## config.mk

```make
export PLATFORM = sky130hd
export DESIGN_NAME = alu_operand_sequencer
export DESIGN_NICKNAME = d
export VERILOG_FILES = /design/src/rtl/alu_seq_pkg.sv /design/src/rtl/alu_operand_sequencer_load_edge_sync.sv /design/src/rtl/alu_operand_sequencer.sv
export SDC_FILE = /design/constraint.sdc
export NUM_CORES = 1
export LEC_CHECK = 0
export CORE_AREA = 2 2 52 54
export DETAILED_ROUTE_END_ITERATION = 8
export DIE_AREA = 0 0 54 56
export HOLD_SLACK_MARGIN = 0.05
export PLACE_DENSITY = 0.55
export SYNTH_ARGS = -nofsm -noshare
export SYNTH_HDL_FRONTEND = slang
export SYNTH_SLANG_ARGS = --single-unit
```

## constraint.sdc

```tcl
create_clock -name clock -period 4.4 [get_ports clock]
set_clock_uncertainty 0.2 [all_clocks]
set_input_delay 0.88 -clock clock [delete_from_list [all_inputs] [get_ports clock]]
set_output_delay 0.88 -clock clock [all_outputs]
set_load 0.03 [all_outputs]
```

## src/rtl/alu_seq_pkg.sv

```systemverilog
// Shared definitions for the ALU operand sequencer: state encoding,
// default data width and the EXEC counter width helper.
package alu_seq_pkg;

  localparam int LENGTH_V_DEFAULT = 8;
  localparam int STATE_W          = 3;

  // Codes 6 and 7 are unused; the FSM returns to S_LOAD_A from them.
  typedef enum logic [STATE_W-1:0] {
    S_LOAD_A  = 3'd0,
    S_LOAD_B  = 3'd1,
    S_LOAD_OP = 3'd2,
    S_EXEC    = 3'd3,
    S_CAPTURE = 3'd4,
    S_DONE    = 3'd5
  } state_e;

  // Counter width able to hold exec_cycles, never narrower than one bit.
  function automatic int cnt_width(input int exec_cycles);
    int w;
    w = $clog2(exec_cycles + 1);
    return (w < 1) ? 1 : w;
  endfunction

endpackage

```

## src/rtl/alu_operand_sequencer_load_edge_sync.sv

```systemverilog
// load_edge_sync: two-flop synchronizer for the asynchronous load pin
// followed by a rising-edge detector. rise_o is high for one cycle per
// 0->1 transition, two clocks after the pin rises.
module load_edge_sync (
  input  logic clock,
  input  logic reset,
  input  logic load_i,
  output logic rise_o
);

  logic sync1_q, sync2_q, prev_q;

  // Synchronize load and keep the previous synchronized level.
  // NOTE: sequential state uses non-blocking assignments so every flop
  // samples the pre-edge value of its neighbour, as real flops do.
  always_ff @(posedge clock or posedge reset) begin
    if (reset) begin
      sync1_q <= 1'b0;
      sync2_q <= 1'b0;
      prev_q  <= 1'b0;
    end else begin
      sync1_q <= load_i;
      sync2_q <= sync1_q;
      prev_q  <= sync2_q;
    end
  end

  assign rise_o = sync2_q & ~prev_q;

endmodule

```

## src/rtl/alu_operand_sequencer.sv

```systemverilog
// alu_operand_sequencer: sequences loads of operand A, operand B and the
// opcode from one shared data bus, waits the ALU latency and then pulses
// the result register enable. All outputs are registered.
// Optional build macro LOAD_EDGE_EN: load is synchronized and
// edge-detected (one accept per rising edge, two cycles extra latency);
// otherwise load is level-sampled.
module alu_operand_sequencer
  import alu_seq_pkg::*;
#(
  parameter int LENGTH_v    = LENGTH_V_DEFAULT,
  parameter int EXEC_CYCLES = 1
) (
  input  logic                clock,
  input  logic                reset,
  input  logic                load,
  input  logic                abort,
  input  logic [LENGTH_v-1:0] data_in,
  output logic [LENGTH_v-1:0] reg_d,
  output logic                en_a,
  output logic                en_b,
  output logic                en_op,
  output logic                en_res,
  output logic                busy,
  output logic                done,
  output logic [STATE_W-1:0]  state_o
);

  localparam int                EXEC_EFF = (EXEC_CYCLES < 1) ? 1 : EXEC_CYCLES;
  localparam int                CNT_W    = cnt_width(EXEC_EFF);
  localparam logic [CNT_W-1:0]  CNT_LOAD = CNT_W'(EXEC_EFF - 1);

  state_e              state_q, state_d;
  logic [CNT_W-1:0]    cnt_q, cnt_d;
  logic [LENGTH_v-1:0] reg_d_q, reg_d_d;
  logic                en_a_q, en_a_d, en_b_q, en_b_d;
  logic                en_op_q, en_op_d, en_res_q, en_res_d;
  logic                busy_q, busy_d, done_q, done_d;
  logic                accept;

`ifdef LOAD_EDGE_EN
  load_edge_sync u_load_edge_sync (
    .clock  (clock),
    .reset  (reset),
    .load_i (load),
    .rise_o (accept)
  );
`else
  assign accept = load;
`endif

  // Next-state, counter and registered-output decode.
  // NOTE: every variable gets a default before the case so no path
  // leaves one unassigned, which would infer a latch.
  always_comb begin
    state_d  = state_q;
    cnt_d    = cnt_q;
    reg_d_d  = reg_d_q;
    en_a_d   = 1'b0;
    en_b_d   = 1'b0;
    en_op_d  = 1'b0;
    en_res_d = 1'b0;

    if (abort) begin
      state_d = S_LOAD_A;
      cnt_d   = '0;
    end else begin
      case (state_q)
        S_LOAD_A, S_DONE: begin
          if (accept) begin
            reg_d_d = data_in;
            en_a_d  = 1'b1;
            state_d = S_LOAD_B;
          end
        end
        S_LOAD_B: begin
          if (accept) begin
            reg_d_d = data_in;
            en_b_d  = 1'b1;
            state_d = S_LOAD_OP;
          end
        end
        S_LOAD_OP: begin
          if (accept) begin
            reg_d_d = data_in;
            en_op_d = 1'b1;
            cnt_d   = CNT_LOAD;
            state_d = S_EXEC;
          end
        end
        S_EXEC: begin
          if (cnt_q == '0) begin
            en_res_d = 1'b1;
            state_d  = S_CAPTURE;
          end else begin
            cnt_d = cnt_q - 1'b1;
          end
        end
        S_CAPTURE: state_d = S_DONE;
        default: begin
          state_d = S_LOAD_A;
          cnt_d   = '0;
        end
      endcase
    end

    // Status flags follow the state being entered so they are registered.
    busy_d = (state_d == S_EXEC) || (state_d == S_CAPTURE);
    done_d = (state_d == S_DONE);
  end

  // State, counter and output registers with asynchronous reset.
  always_ff @(posedge clock or posedge reset) begin
    if (reset) begin
      state_q  <= S_LOAD_A;
      cnt_q    <= '0;
      reg_d_q  <= '0;
      en_a_q   <= 1'b0;
      en_b_q   <= 1'b0;
      en_op_q  <= 1'b0;
      en_res_q <= 1'b0;
      busy_q   <= 1'b0;
      done_q   <= 1'b0;
    end else begin
      state_q  <= state_d;
      cnt_q    <= cnt_d;
      reg_d_q  <= reg_d_d;
      en_a_q   <= en_a_d;
      en_b_q   <= en_b_d;
      en_op_q  <= en_op_d;
      en_res_q <= en_res_d;
      busy_q   <= busy_d;
      done_q   <= done_d;
    end
  end

  assign reg_d   = reg_d_q;
  assign en_a    = en_a_q;
  assign en_b    = en_b_q;
  assign en_op   = en_op_q;
  assign en_res  = en_res_q;
  assign busy    = busy_q;
  assign done    = done_q;
  assign state_o = state_q;

endmodule
```

==> summary.txt <==
Run status
  – Outcome: complete, no violations

Detailed routing
  – Detail Route met3 WL: 113 um
  – # DRC: 0
  – Vias per inst: 4.279
  – Met2 wire len: 658 um
  – Met1 WL: 496 um
  – DRT Wirelength: 1291 um
  – DR WL/cell: between 10 and 15 um
  – Vias: approximately 480
  – DRT iter0 DRCs: 2
  – 1st-pass router iterations: 2
  – ANT nets after route: 0
  – Highest Signal Layer: met4

Cells and area
  – Fillers: 251
  – ANT cells: 0
  – Non-filler cells, final: 111
  – Layout cell share with drive strength beyond 1: 16.05%
  – Area delta synth->final: 49.08%
  – Final #Nets: 94

Timing
  – Setup violators final: 0
  – Worst slew margin: 59.06%
  – Worst Tran Pin Value: 613.4 ps
  – Fin Setup TNS: 0 ps
  – Final Max Slew Viols: 0
  – Final Hold Vio Count: 0
  – RSZ-0062 raised after global routing: false
  – Final min period: 2597 ps
  – Period utilization: approximately 59%
  – Fmax: 0.3851 GHz

Floorplan
  – IO Count: 29
  – Initial Util: 27.88%
  – Die X: 54 um
  – Die area: 0.003024 mm^2
  – Row count: 18
  – Die Ht: approximately 56 um
  – Core box area: 0.002432 mm^2

Clock tree
  – Clock buffer count from CTS: 3
  – CTS tree: done
  – Skew-Pair Late Insertion Delay: 270 ps
  – Clock Tree Buf Depth: 2
  – Post-cts repair resize count: 0
  – Post-CTS Setup Bufs: 0
  – CTS hold repair buffers: 0
  – H-tree lvl count: 1
  – Clock transition at path regs: about 90 ps
  – TritonCTS Sinks: 17
  – Root Buffer: clkbuf_4

Global route
  – Overflow after GRT: 0
  – Largest net degree at the start of global routing: 18
  – Vias in the first global route: 469
  – GRT Total Usage: under 10%
  – Initial antenna violation count: 0
  – First-pass GRT wire length: 2049 um

Placed design
  – Placed insts: between 100 and 150
  – Post-DP HPWL: 1018 um
  – GPL Wtd Cong: between 0.7 and 0.8
  – PortBufs: 28

Setup path
  – Crit path required time: 3320 ps
  – Slowest-stage cell, CP: clkdlybuf4s50_1
  – Critical path class: reg2out
  – Worst setup EP type: output port
  – Cell chain of the critical path: clkdlybuf4s50_1
  – CP Max Fanout: 9
  – CP startpoint: state_o[2]
  – Bufs and invs on worst path: 1
  – CP max stage delay: 740 ps
  – Worst Path Arrival: roughly 1500 ps
  – Critical Path Start Type: flop
  – Crit Reg-Reg Startpoint: state_o[0]
  – Delay-heaviest family, CP: buffers and inverters

Synthesis
  – Area share of the largest cell type after synthesis: a little over three fifths
  – Gate count after technology mapping: 50
  – Post-synth top cells: dfrtp_1, mux2_2, nand2_1, nor2_1, inv_1
  – Main flop type after synthesis: dfrtp_1
  – Count leader, synth: dfrtp_1
  – Post-Syn Area: 678.2 um^2
  – Top cells by area, synth: dfrtp_1, mux2_2, nand4b_4
  – Cell variety after synth: 17
  – Seq cells post-synth: 17
  – Post-synth ARST share: 100.0%
  – Synth Area per Inst: 13.56 um^2
  – Register area share after synthesis: between 60 and 70%
  – YS warnings: 0
  – Yosys top cell by area: dfrtp_1
  – Syn nets: 62
  – Number of synthesized flops with an enable pin: 0

Hold path
  – HP Class: reg2reg
  – Hold Startpoint: reg_d[6]

Pwr
  – Power per cell area: 361.9 mW/mm^2
  – Pleak: roughly 0.45 nW
  – Power consumption: 365.9 uW
  – Maximum vdd drop: roughly 0.14 mV

Flow run
  – Max-cap violations: 0
-- final timing paths --
| check | cells after the start | slack, ps | to |
|---|---|---|---|
| worst max-delay path | 1 | 1800 | state_o[2] |
| worst min-delay path | 1 | 310 | reg_d[6] |
| worst max register to register | 3 | 2870 | reg_d[7] |
| worst min register to register | 1 | 310 | reg_d[6] |
| max in group asynchronous | 2 | 2830 | done |
| min in group asynchronous | 2 | 770 | reg_d[1] |
-- per-layer routing --
layer	track usage, %	vias to the layer above
met3	3.763	2
met4	6.429	0
met1	9.933	225
met5	0	-
met2	15.85	18
li1	-	230
-- layout make-up --
class                           count  area [um^2]  area share [%]
Multi-Input combinational cell     29        230.2           22.77
Sequential cell                    17        425.4           42.08
Timing Repair Buffer               28        280.3           27.72
Tap cell                           30        37.54           3.713
Clock buffer                        4        26.28           2.599
Inverter                            3        11.26           1.114
-- sequential cells by signal (all words and copies together), names as in the netlist --
name,flops
busy,1
done,1
en_a,1
en_b,1
en_op,1
en_res,1
reg_d,8
state_o,3
-- where the power goes --
| part | switching (mW) | internal, mW |
|---|---|---|
| Clock | 0.0427 | 0.0351 |
| Combinational | 0.0543 | 0.0517 |
| Sequential | 0.00977 | 0.172 |
-- cells in the final DEF, fill, tap and decap left out, drive strengths merged, types with 2 or more instances in the layout --
cell type | Yosys | layout
clkdlybuf4s50 | 0 | 28
mux2i | 2 | 2
clkbuf | 0 | 4
mux2 | 8 | 8
o21ai | 2 | 2
nand2 | 4 | 4
inv | 3 | 3
nor2 | 4 | 4
nor2b | 2 | 2
dfrtp | 17 | 17
-- stage by stage --
step	area, um^2	setup slack (ps)	util [%]	hold slack (ps)
final	1011	1803	41.56	313.4
after global routing	1011	1726	41.56	323.7
after CTS	1011	1771	41.56	316.8
after detailed placement	984.7	1982	40.48	294.9
after global placement	984.7	2016	40.48	289.0
after floorplan	678.2	2697	-	491.0
-- cell families (layout without fill, tap and decap cells) --
logic type | count (synthesis) | after routing | share of synthesized area (%)
DFF | 17 | 17 | 62.73
muxes | 10 | 10 | 16.24
buffers and inverters | 4 | 35 | 3.321
xor gates and xnor gates | 1 | 1 | 1.292
AOI/OAI and AO/OA | 2 | 2 | 1.475
and+or+nand+nor | 16 | 16 | 14.94
Power figures use the tool's default switching activity.
